`src/rtl/ts_gen_ctrl_pkg.sv`:
```
// Shared encodings for the LTSSM-to-TS-generator sequencing controller.
// Holds controller state codes, the default ack timeout and LTSSM state/sub-state codes.
package ts_gen_ctrl_pkg;

    localparam logic [1:0] ST_IDLE  = 2'd0;
    localparam logic [1:0] ST_ISSUE = 2'd1;
    localparam logic [1:0] ST_COOL  = 2'd2;
    localparam logic [1:0] ST_RUN   = 2'd3;

    localparam int ACK_TIMEOUT_DEF = 64;

    localparam logic [3:0] LTSSM_POLL = 4'h2;
    localparam logic [3:0] LTSSM_CFG  = 4'h3;

    localparam logic [3:0] POLL_ACTIVE     = 4'h0;
    localparam logic [3:0] POLL_CONFIG     = 4'h2;
    localparam logic [3:0] CFG_LINKWD_ST   = 4'h0;
    localparam logic [3:0] CFG_COMPLETE    = 4'h4;

    typedef struct packed {
        logic [3:0] state;
        logic [3:0] sub_state;
    } ts_info_t;

    function automatic logic [7:0] make_ts_info(input logic [3:0] state, input logic [3:0] sub_state);
        ts_info_t info;
        info.state     = state;
        info.sub_state = sub_state;
        return info;
    endfunction

endpackage

```
`src/rtl/ts_gen_ctrl_sat_cnt.sv`:
```
// Saturating up-counter with synchronous clear; holds at all-ones.
// Used for both the TS beat count and the ack timeout count.
module ts_gen_ctrl_sat_cnt #(
    parameter int W = 16
) (
    input  logic         clk,
    input  logic         rst,
    input  logic         clr,
    input  logic         en,
    output logic [W-1:0] cnt
);

    always_ff @(posedge clk) begin
        if (rst || clr) begin
            cnt <= '0;
        end else if (en && (cnt != {W{1'b1}})) begin
            cnt <= cnt + 1'b1;
        end
    end

endmodule

```
`src/rtl/ts_gen_ctrl.sv`:
```
// Sequences LTSSM TS configuration requests into the TS generator update handshake,
// counts transmitted TS beats and flags a generator that never acknowledges.
//
// state | meaning
// IDLE  | no active configuration; accepts request or stop
// ISSUE | update strobe held high, waiting for ack or timeout
// COOL  | ack seen, waiting for ack to drop (running generator acks twice)
// RUN   | generator transmitting; beats counted, sent-enough passed through
module ts_gen_ctrl
    import ts_gen_ctrl_pkg::*;
#(
    parameter int ACK_TIMEOUT = ACK_TIMEOUT_DEF,
    parameter int CNT_W       = 16
) (
    input  logic             clk,
    input  logic             rst,
    input  logic             req_valid,
    input  logic [7:0]       req_info,
    input  logic             req_stop,
    output logic             req_ready,
    output logic [7:0]       gen_ts_info,
    output logic             gen_ts_update,
    input  logic             gen_ts_update_ack,
    output logic             gen_ts_stop,
    input  logic             gen_sent_enough,
    input  logic             gen_ts_valid,
    output logic             ts_sent_enough,
    output logic [CNT_W-1:0] ts_sent_cnt,
    output logic             ack_err
);

    localparam int TO_W = $clog2(ACK_TIMEOUT) + 1;
    localparam logic [TO_W-1:0] TO_LAST = TO_W'(ACK_TIMEOUT - 1);

    logic [1:0]      state, state_n;
    logic [7:0]      info_n;
    logic            update_n, stop_n, err_n;
    logic            accept, beat_en;
    logic [TO_W-1:0] to_cnt;

    always_comb begin
        state_n  = state;
        info_n   = gen_ts_info;
        update_n = gen_ts_update;
        stop_n   = gen_ts_stop;
        err_n    = 1'b0;
        accept   = 1'b0;
        beat_en  = 1'b0;
        case (state)
            ST_IDLE, ST_RUN: begin
                // req_ready is low only in the first cycle out of reset
                if (req_ready) begin
                    if (req_stop) begin
                        stop_n  = 1'b1;
                        state_n = ST_IDLE;
                    end else if (req_valid) begin
                        accept   = 1'b1;
                        info_n   = req_info;
                        update_n = 1'b1;
                        stop_n   = 1'b0;
                        state_n  = ST_ISSUE;
                    end else if (state == ST_RUN) begin
                        beat_en = gen_ts_valid;
                    end
                end
            end
            ST_ISSUE: begin
                if (gen_ts_update_ack) begin
                    update_n = 1'b0;
                    state_n  = ST_COOL;
                end else if (to_cnt == TO_LAST) begin
                    update_n = 1'b0;
                    err_n    = 1'b1;
                    state_n  = ST_IDLE;
                end
            end
            ST_COOL: begin
                if (!gen_ts_update_ack) begin
                    state_n = ST_RUN;
                end
            end
        endcase
    end

    always_ff @(posedge clk) begin
        if (rst) begin
            state          <= ST_IDLE;
            req_ready      <= 1'b0;
            gen_ts_info    <= 8'h00;
            gen_ts_update  <= 1'b0;
            gen_ts_stop    <= 1'b0;
            ts_sent_enough <= 1'b0;
            ack_err        <= 1'b0;
        end else begin
            state          <= state_n;
            req_ready      <= (state_n == ST_IDLE) || (state_n == ST_RUN);
            gen_ts_info    <= info_n;
            gen_ts_update  <= update_n;
            gen_ts_stop    <= stop_n;
            ts_sent_enough <= gen_sent_enough && (state_n == ST_RUN);
            ack_err        <= err_n;
        end
    end

    ts_gen_ctrl_sat_cnt #(.W(CNT_W)) u_beat_cnt (
        .clk (clk),
        .rst (rst),
        .clr (accept),
        .en  (beat_en),
        .cnt (ts_sent_cnt)
    );

    ts_gen_ctrl_sat_cnt #(.W(TO_W)) u_to_cnt (
        .clk (clk),
        .rst (rst),
        .clr (accept),
        .en  (state == ST_ISSUE),
        .cnt (to_cnt)
    );

endmodule
```
`config.mk`:
```
export PLATFORM = sky130hd
export DESIGN_NAME = ts_gen_ctrl
export DESIGN_NICKNAME = d
export VERILOG_FILES = /design/src/rtl/ts_gen_ctrl_pkg.sv /design/src/rtl/ts_gen_ctrl_sat_cnt.sv /design/src/rtl/ts_gen_ctrl.sv
export SDC_FILE = /design/constraint.sdc
export NUM_CORES = 1
export LEC_CHECK = 0
export ABC_AREA = 1
export CORE_MARGIN = 10
export CORE_UTILIZATION = 51
export CTS_CLUSTER_SIZE = 16
export DETAILED_ROUTE_END_ITERATION = 8
export PLACE_DENSITY = 0.81
export SLEW_MARGIN = 20
export SYNTH_ARGS = -nofsm -noshare
export SYNTH_HDL_FRONTEND = slang
export SYNTH_SLANG_ARGS = --single-unit
```
`constraint.sdc`:
```
create_clock -name clk -period 2.2 [get_ports clk]
set_input_delay 0.33 -clock clk [delete_from_list [all_inputs] [get_ports clk]]
set_output_delay 0.33 -clock clk [all_outputs]
set_load 0.01 [all_outputs]
```
-- After elaboration in Yosys (flattened, before gate mapping)
Index checks and enable logic that the tools add are counted.
- register bits after elaboration: 38
- output and inout port bits: 29
- logic and storage cells: 63
- bits of input ports: 15
- add/sub/neg operators: 2
- reductions and logical operators: 14
- bitwise gates (word level): 2
- eq/ne operators: 11
- muxes and demuxes: 25
- operator list (kind ; count):
    $mux W1 ; 17
    $add A16 B1 Y16 const B ; 1
    $ne A16 B16 Y1 const B ; 1
    $mux W2 ; 6
    $add A7 B1 Y7 const B ; 1
    $eq A7 B6 Y1 const B ; 1
    $ne A7 B7 Y1 const B ; 1
    $eq A2 B2 Y1 const B ; 3
    $ne A2 B2 Y1 const B ; 3
    $pmux W2 S3 ; 1
    $reduce_and A5 Y1 ; 1
    $logic_not A2 Y1 ; 2
    $reduce_and A4 Y1 ; 1
    $reduce_bool A2 Y1 ; 2
    $logic_and A1 B1 Y1 ; 3
    $ne A3 B3 Y1 const B ; 1
    $reduce_and A3 Y1 ; 1
    $reduce_or A3 Y1 ; 1
    $eq A2 B1 Y1 const B ; 1
    $logic_or A1 B1 Y1 ; 2
    $not A1 Y1 ; 2
    $pmux W1 S2 ; 1
    $reduce_or A2 Y1 ; 1

-- Logic depth before layout (Yosys ltp)
- depth in word-level cells: 7
- mapped depth: 13
- mapped depth without buffers: 13

-- Hierarchy
From an unflattened synthesis, not the netlist that was laid out.
- cells, all modules: 304
- area, all modules: 2038.2 um2
- by module, submodules not included (module ; sequential area each (um2) ; cells an instance ; instances ; area each (um2)):
    ts_gen_ctrl_sat_cnt at u_beat_cnt ; 320.3 ; 149 ; 1 ; 950.9
    ts_gen_ctrl ; 300.3 ; 96 ; 1 ; 698.2
    ts_gen_ctrl_sat_cnt at u_to_cnt ; 140.1 ; 59 ; 1 ; 389.1

-- Least setup slack after synthesis
OpenSTA, ideal clock, no wires.
- kind: register to register
- from: reg state[0]
- to: reg req_ready
- library setup time: 0.066 ns
- buffers on the path: 1
- setup slack: 0.517 ns
- required time: 2.134 ns
- data arrival time: 1.617 ns
- clock period less this slack: 1.683 ns
- stages on the path, launching flop included: 10
- cell sequence: dfxtp_1 -> inv_1 -> ha_1 -> inv_1 -> nor2_1 -> buf_4 -> a31oi_1 -> nand2_1 -> ha_1 -> nor2_1
- word-level cells in the longest chain between the ends: 6
- elaborated cells between the ends (all ways): 15
- those cells by class: 4 x eq/ne; 7 x mux; 4 x reduce/logical
- ends and longest elaborated chain (element ; line ; text):
    start: declaration ; ts_gen_ctrl.sv:35 ; logic [1:0] state, state_n;
    start signal: assignment ; ts_gen_ctrl.sv:95 ; state <= state_n;
    $mux W2 ; ts_gen_ctrl.sv:56 ; end else if (req_valid) begin
    $mux W2 ; ts_gen_ctrl.sv:53 ; if (req_stop) begin
    $mux W2 ; ts_gen_ctrl.sv:52 ; if (req_ready) begin
    $pmux W2 S3 (*) ; ts_gen_ctrl.sv:49 ; case (state)
    via state_n[0] ; ts_gen_ctrl.sv:35 ;
    $eq A2 B2 Y1 / $logic_not A2 Y1 (equally long branches) ; ts_gen_ctrl.sv:96 ; req_ready <= (state_n == ST_IDLE) || (state_n == ST_RUN);
    $logic_or A1 B1 Y1 (*) ; ts_gen_ctrl.sv:96 ;
    end signal: assignment ; ts_gen_ctrl.sv:96 ;
    end: declaration ; ts_gen_ctrl.sv:20 ; output logic req_ready,
Mark *: on every way through the listed nets, which the timed path passes. The rest lies on a longest branch.
A chain may end at the register's enable or synchronous reset.

-- Final worst setup path
- from: reg state[0]
- to: reg u_beat_cnt.cnt[8]
- word-level cells in the longest chain between the ends: 7
- elaborated cells between the ends (all ways): 11
- those cells by class: 1 x eq/ne; 6 x mux; 4 x reduce/logical
- ends and longest elaborated chain (element ; line ; text):
    $eq A2 B2 Y1 ; ts_gen_ctrl.sv:49, ts_gen_ctrl.sv:62 ;
    $mux W1 ; ts_gen_ctrl.sv:62 ; end else if (state == ST_RUN) begin
    $mux W1 ; ts_gen_ctrl.sv:56 ;
    $mux W1 ; ts_gen_ctrl.sv:53 ;
    $mux W1 ; ts_gen_ctrl.sv:52 ;
    $mux W1 ; ts_gen_ctrl.sv:49 ;
    $logic_and A1 B1 Y1 ; ts_gen_ctrl_sat_cnt.sv:16 ; end else if (en && (cnt != {W{1'b1}})) begin
    end signal: assignment ; ts_gen_ctrl_sat_cnt.sv:17 ; cnt <= cnt + 1'b1;
    end: declaration ; ts_gen_ctrl_sat_cnt.sv:10 ; output logic [W-1:0] cnt
Parallel ways exist; a longest one is shown, timed or not.

==> results.yml <==
worst_setup_path:
  cpPeakStageDelay_ns: 0.40
  required_ns: 2.39
  crit_fanout: 16
  start_kind: "register"
  path_cells: "inv_1, ha_1, nand2_2, inv_2, nand2_4, nor2_4, nand2_4, nand2_4, nand3_1, nand2_1, nor2_1"
  cp_slowest_cell: "dfxtp_1"
  cp-end-kind: "register"
  crit_arrival_ns: 2.16
  critPathKind: "reg2reg"
  crit_path_frequent_cell: "nand2_4"
drt:
  remaining_drc_errors: 0
  num_vias: 2004
  drt-total-wl_um: 5140
  route.detailed.wl_per_inst_um: 13.2
  vias_per_cell: 5.13
  ant_nets: 0
  drt-initial-drc-count: 97
  firstDrtPassIters: 4
clock_tree:
  post_cts_buffers: 0
  cts-root-buf: "clkbuf_8"
  tritoncts: "yes"
  clk_pin_slew_worst_paths_ns: 0.08
  cts_buffers: 5
  holdBufCountCts: 0
  cts_buffer_depth: 2
  insertion_delay_ns: 0.29
  cts-resized-gates: 0
  htreeDepth: 2
  cts.sinks: 38
pwr:
  report.power.total_mw: 1.69
  powerDensity_nw_per_um2: 647
  p_leak_nw: 0.959
  peakVddDrop_uv: 415
logic_synthesis:
  syn-num-nets: 316
  yosysMostFrequentCell: "nand2_1"
  avgSynthCellArea_um2: 7.03
  yosys.area.top_type: "dfxtp_1"
  yosysUniqueCellTypes: 30
  synth_top_area_share_pct: 36.7
  ys_ff_latch: 38
  yosysWarningCount: 0
  ys_seq_area_share_pct: 36.7
  synthTopCellsByArea: "dfxtp_1, nand2_1, nand3_1"
  synth-edff-count: 0
  syn_area_um2: 2070
  synth_common_cells: "nand2_1, dfxtp_1, nor2_1"
  synthFlopType: "dfxtp_1"
  synth_cells: 295
  ys_async_sr_fraction_pct: 0
hold_path:
  hp-class: "reg2reg"
global_routing:
  grt_pass1_vias: 1846
  grt.total_usage_pct: 14.1
  grt_start_max_net_pins: 20
  grt_pass1_wl_um: 8510
  grt-ovfl-total: 0
  antenna_found_initial: 0
sta:
  clock_skew_ns: 0.00944
  max_freq_mhz: 508
  holdWs_ns: 0.462
  slew_violations: 0
  fin_tns_setup_ns: 0
  setup_viol: 0
  worstMarginPinSlew_ns: 0.433
  hold_violations: 0
  rsz0062_at_grt: "no"
  period_needed_ns: 1.97
  slew_headroom_pct: 71.1
  timing.final.crit_share_pct: 89.5
  setup_slack_ns: 0.230
placed_design:
  place_ws_ns: 0.131
  portBuffers: 43
  hpwl_um: 3760
  postPlaceCellArea_um2: 2520
  gp_congestion: 0.888
cells_and_area:
  antennaDiodeCount: 0
  seqCellArea_um2: 761
  finalInstanceArea_um2: 2620
  area_growth_pct: 26.2
  nets: 361
  multiInputGateArea_um2: 1150
  fillerInstances: 358
  drive_above_1_share_pct: 12.0
outcome:
  status: "complete, no violations"
floorplan:
  coreArea_um2: 3970
  ioPinCount: 44
  die_y_um: 83.8
  chipWidth_um: 83.8
  rows: 23
  dieArea_um2: 7020
  start_util_pct: 52.2
job:
  drv_cap: 0
[final timing paths]
check                 start                 to  slack [ns]  cells after the start
min reg2reg  gen_ts_info[1]     gen_ts_info[1]        0.46                      2
min          gen_ts_info[1]     gen_ts_info[1]        0.46                      2
max reg2reg        state[0]  u_beat_cnt.cnt[8]        0.23                     11
max                state[0]  u_beat_cnt.cnt[8]        0.23                     11
[metrics by stage]
step | std cells | utilization (%)
final | 391 | 65.9
after global routing | 391 | 65.9
after CTS | 391 | 65.9
after detailed placement | 383 | 63.5
after global placement | 383 | 63.5
after floorplan | 295 | -
[critical path: cells and delay by family, from the launching register on]
kind	cells	cell delay [ns]
and+or+nand+nor	8	0.95
DFF	1	0.40
buffers and inverters	2	0.14
adders and majority gates	1	0.37
[flip-flops by register name, indices dropped and copies added (netlist names)]
signal / cells
gen_ts_stop: 1
ts_sent_enough: 1
ack_err: 1
gen_ts_update: 1
state: 2
u_to_cnt.cnt: 7
u_beat_cnt.cnt: 16
req_ready: 1
gen_ts_info: 8
[final cells by class]
class	count	share of cell area [%]
multi-input combinational	222	43.9
sequential	38	29.0
timing repair buffer	45	17.0
inverter	28	4.01
clock buffer	6	3.15
tap	50	2.39
clock inverter	2	0.478
[logic make-up after synthesis]
kind of cell / share of synthesized area (%)
flip-flops: 36.7
buffers and inverters: 7.90
adder cells (fa/ha/maj): 3.62
AND/OR/NAND/NOR: 37.0
AO/OA/AOI/OAI: 11.8
XOR/XNOR: 2.96
[placed cells by master (no fill, tap or decap)]
cell type / count
nand3_1: 27
ha_1: 6
clkbuf_8: 6
nand3_2: 1
clkdlybuf4s50_1: 43
nor2_1: 32
nand2_2: 11
xnor2_1: 3
o21ai_2: 1
inv_1: 24
a21oi_2: 10
clkinvlp_4: 1
clkinv_2: 1
a21oi_1: 21
dfxtp_1: 38
nand3b_1: 1
buf_4: 2
nand2_4: 4
a31oi_1: 1
nand4_1: 6
nor4_1: 1
nor3_1: 4
nand2_1: 80
o21ai_0: 6
clkinv_1: 2
inv_2: 2
o21a_1: 1
xor2_1: 4
nor2_2: 1
nor2_4: 1
[per-layer routing]
metal  share of wire (%)  GRT usage (%)  vias to the layer above
met3                 5.6           4.00                        6
met4                 1.1           4.11                        0
met5                   0              0                        -
met1                  44           16.0                      916
li1                    -              -                     1038
met2                  50           24.7                       44
[where the power goes]
| group | switching [mW] | leakage [nW] | internal, mW | total [mW] |
|---|---|---|---|---|
| sequential | 0.0378 | 0.307 | 0.737 | 0.775 |
| combinational | 0.243 | 0.605 | 0.172 | 0.415 |
| clock | 0.254 | 0.0472 | 0.252 | 0.506 |
| total | 0.534 | 0.959 | 1.16 | 1.69 |
Note: power is estimated with default switching activity, not from simulation.
==> edit 1, RTL diff (config.mk and constraints unchanged) <==
Make the reset (`rst`) asynchronous in one clocked block.
--- a/src/rtl/ts_gen_ctrl.sv
+++ b/src/rtl/ts_gen_ctrl.sv
@@ -83,5 +83,5 @@
     end
 
-    always_ff @(posedge clk) begin
+    always_ff @(posedge clk or posedge rst) begin
         if (rst) begin
             state          <= ST_IDLE;
Check against the original RTL: differs if rst is asserted again (counterexample within 4 cycles, from zero or initial values and one cycle with rst high); with rst held inactive, the same outputs for 10 cycles.
==> edit 1 against the original RTL <==
Critical path type unchanged; clock skew grew 0.96 ps; power grew 27%; combinational power grew 79%; setup slack gained 13 ps; sequential power grew 19%; cell area is essentially flat; routed wire length shrank 8.4%; maximum frequency grew 0.66%; synthesized cell count grew 0.68%; cell count grew 1.0%; global-route usage grew 0.096 points; synthesized area shrank 1.4%; sequential cell count is the same.
==> edit 1: results (changes against the original RTL) <==
synthArstFlopShare: 0.395  # +0.395
detailedRoute.firstIterationViolations: 81  # -16%
netlist_top_cells_area: "dfxtp_1 (23%), nand2_1 (19%), dfrtp_1 (18%)"
final_layout_size_suffix_gt1_frac: 0.0576  # -0.0626
diodes: 0  # unchanged
top_regs: "u_beat_cnt.cnt (16), gen_ts_info (8), u_to_cnt.cnt (7)"
synthFlopType: "dfxtp_1"
max-vdd-ir-drop_uv: 575  # +38%
yosys-top-cells-count: "nand2_1 (105), inv_1 (41), nor2_1 (31)"
maximum_number_of_pins_on_one_net_before_global_route_repair: 16  # -20%
cts.repair_timing.setup_buffer_count: 0  # unchanged
grt_first_pass_wirelength_um: 8410  # -1.2%
nNetsFinal: 368  # +1.9%
fin_skew_ps: 10.4  # +0.957 ps
drv_cap: 0  # unchanged
num_vias: 1932  # -3.6%
cp_data_arrival_time_ps: 2190  # +30 ps
cts_root_buf: "clkbuf_8"
slew-limit-headroom: 0.789  # +0.0781
totalWireLength_um: 4710  # -8.4%
worst_skew_pair.late_latency_ps: 300
cts-htree-levels: 2  # unchanged
cts.reportedPaths.clkPinSlew_ps: 80  # about the same
leakage_uw: 0.00119  # +24%
hpwlAfterDp_um: 3610  # -4.0%
final.fill_count: 327  # -8.7%
placed_area_sq_mm: 0.00253  # +0.20%
cts_buffer_depth: 2  # unchanged
synth_cell_type_count: 23  # -23%
portBuffers: 43  # unchanged
synth.net_count: 319  # +0.95%
final_max_slew_viol_count: 0  # unchanged
finalWeightedCongestion: 0.855  # -3.7%
cts_made_buffers: 5  # unchanged
cts_resized: 0  # unchanged
status: "finished, final reports clean"
initial_antenna_violation_count: 0  # unchanged
antenna_violating_nets_post_route: 0  # unchanged
synth-seq-area-share: 0.409  # +0.0421
drt_pass1_iterations: 4  # unchanged
min_delay_path_class: "input port to async pin"
worst_slack_at_placement_ps: 289  # +158 ps
critical_path_peak_fanout: 8  # -8
gr-usage-all-layers: 0.142  # +0.000957
synth-warning-count: 0  # unchanged
edit 1: worst max-delay path: stages (launching register included):
cell     delay (ps)
dfrtp_1         440
inv_1           100
ha_1            350
nand2_1         120
nor2_1          110
nand3_1         110
nor2_2          280
buf_4           220
nand2_1          60
a21oi_1         120
edit 1: final timing paths:
check	start	to	slack [ps]	cells after the start
min	rst	gen_ts_info[1]	380	3
min reg2reg	gen_ts_info[0]	gen_ts_info[0]	480	2
min in group clk	gen_ts_info[0]	gen_ts_info[0]	480	2
max reg2reg	state[0]	u_beat_cnt.cnt[4]	240	9
max	state[0]	u_beat_cnt.cnt[4]	240	9
max in group asynchronous	rst	ack_err	1630	3
edit 1: cell families (layout without fill, tap and decap cells):
family	after synthesis	after routing	share of synthesized area
simple gates	166	166	0.339
flops	38	38	0.409
compound gates	30	30	0.0753
buf+inv	47	97	0.0955
xor+xnor	9	9	0.0386
fa+ha+maj	7	7	0.0428
edit 1: cell type report:
type                       count  area, sq um  area share
multi-input combinational    212         1010       0.387
sequential                    38          836       0.319
timing repair buffer          47          460       0.176
inverter                      42          159      0.0606
clock buffer                   7         86.3      0.0330
tap                           48         60.1      0.0229
clock inverter                 1         5.00     0.00191
edit 1: per-layer routing:
layer	wire length, um	vias up	track usage
met5	0	-	0
met4	70	0	0.0415
met3	455	9	0.0742
met2	2180	51	0.233
met1	2010	861	0.154
li1	-	1011	-
edit 1: metrics by stage:
| step | std cells | total power [uW] |
|---|---|---|
| finish | 395 | 2160 |
| global route | 395 | 2350 |
| CTS | 395 | 2190 |
| detailed placement | 387 | 1680 |
| global placement | 387 | 1670 |
| floorplan | 297 | 1350 |
edit 1: power by group:
group / leakage (uW) / internal [uW] / switching (uW)
clock: 0.0000482 / 253 / 244
combinational: 0.000770 / 343 / 400
sequential: 0.000375 / 827 / 93.9
==> edit 2, RTL diff (same flow settings) <==
Without the edit above. Change the package constant `ACK_TIMEOUT_DEF` from 64 to 32.
--- a/src/rtl/ts_gen_ctrl_pkg.sv
+++ b/src/rtl/ts_gen_ctrl_pkg.sv
@@ -8,5 +8,5 @@
     localparam logic [1:0] ST_RUN   = 2'd3;
 
-    localparam int ACK_TIMEOUT_DEF = 64;
+    localparam int ACK_TIMEOUT_DEF = 32;
 
     localparam logic [3:0] LTSSM_POLL = 4'h2;
Function: no difference found for any inputs over 10 cycles, from zero or initial values and one cycle with rst high; that may be too few to reach the edited logic, so the function may still have changed.
==> edit 2 against the original RTL <==
Sequential cell count decreased by 1; cell count shrank 1.3%; first-iteration DRC count up 47%; maximum frequency grew 2.6%; via count is 3.6% lower; synthesized area is 7.5% lower; routed wire length is 8.3% lower; setup slack better by 50 ps; power is 6.8% lower; clock skew increased by 0.81 ps; critical endpoint is now u_beat_cnt.cnt[13]; cell area shrank 4.7%.
==> edit 2: results (changes against the original RTL) <==
status: "finished, final reports clean"
critPathMaxStageDelay_ps: 400  # about the same
crit_slowest_cell: "ha_1"
synth.net_count: 307  # -2.8%
cts-htree-levels: 2  # unchanged
nNetsFinal: 358  # -0.83%
final_instance_count_excl_fillers: 386  # -1.3%
ff2ff_setup_slack_ps: 280  # +50 ps
whs_ps: 478  # +16.1 ps
hpwlAfterDp_um: 3570  # -5.1%
num_vias: 1932  # -3.6%
vias_in_the_first_global_route: 1761  # -4.6%
cts.repair_timing.setup_buffer_count: 0  # unchanged
cts_root_buf: "clkbuf_8"
synth-seq-area-share: 0.386  # +0.0192
area_share_of_fa_ha_maj_cells_after_synthesis: 0.0391  # +0.00293
maximum_number_of_pins_on_one_net_before_global_route_repair: 18  # -10%
critical-path-top-delay-family: "simple AND/OR/NAND/NOR gates"
placed_area_sq_mm: 0.00241  # -4.3%
crit_type: "flop to flop"
switching_power_uw: 463  # -13%
final_layout_size_suffix_gt1_frac: 0.0621  # -0.0581
timing.hold.worst.start: "u_to_cnt.cnt[2]"
worst_slack_at_placement_ps: 264  # +133 ps
portBuffers: 43  # unchanged
finalWeightedCongestion: 0.865  # -2.6%
yosys-top-cells-count: "nand2_1 (83), nor2_1 (50), dfxtp_1 (37)"
worstReg2RegStart: "state[0]"
cp_data_arrival_time_ps: 2100  # -60 ps
worst_skew_pair.late_latency_ps: 290  # about the same
wire_per_inst_um: 12.2  # -7.1%
synthArstFlopShare: 0  # unchanged
worstRegToRegCells: 9  # -2
fmax_mhz: 521  # +2.6%
leakage_uw: 0.000915  # -4.6%
rr_endpoint: "u_beat_cnt.cnt[13]"
cts_made_buffers: 5  # unchanged
netlist_top_cells_area: "dfxtp_1 (39%), nand2_1 (16%), nor2_1 (9.8%)"
timing.hold.worst_endpoint: "u_to_cnt.cnt[2]"
netlist_instances: 286  # -3.1%
grt_first_pass_wirelength_um: 7850  # -7.9%
gr-usage-all-layers: 0.147  # +0.00644
fp.dieArea_sq_mm: 0.00662  # -5.7%
worst_pin_slew_ps: 414  # -19.6 ps
dpl.cell_count: 378  # -1.3%
hold_path_depth: 2  # unchanged
detailedRoute.firstIterationViolations: 143  # +47%
synth_compound_area_frac: 0.123  # +0.00434
critical_path_peak_fanout: 17  # +1
fin_skew_ps: 10.3  # +0.813 ps
drt_pass1_iterations: 4  # unchanged
muxShareOfSynthArea: 0  # unchanged
yosys.area_share.xor_xnor: 0.0319  # +0.00239
top_regs: "u_beat_cnt.cnt (16), gen_ts_info (8), u_to_cnt.cnt (6)"
max-vdd-ir-drop_uv: 443  # +6.7%
synth_cell_type_count: 27  # -10%
-- edit 2: layer usage --
layer | wire length [um] | vias to the layer above | GRT usage | share of wire
met5 | 0 | - | 0 | 0
met4 | 76 | 0 | 0.0571 | 0.016
met3 | 317 | 7 | 0.0596 | 0.067
met2 | 2290 | 41 | 0.235 | 0.49
met1 | 2030 | 867 | 0.172 | 0.43
li1 | - | 1017 | - | -
-- edit 2: power by group through the flow --
stage	combinational, uW	sequential (uW)	clock, uW
after global routing	421	765	485
after global placement	363	771	0
after CTS	375	758	464
after floorplan	194	785	0
final	370	759	450
after detailed placement	370	772	0
-- edit 2: layout make-up --
| type | count | area [sq um] |
|---|---|---|
| fill | 324 | 1170 |
| multi-input combinational | 218 | 1040 |
| sequential | 37 | 741 |
| timing repair buffer | 49 | 475 |
| inverter | 26 | 97.6 |
| clock buffer | 8 | 80.1 |
| tap | 48 | 60.1 |
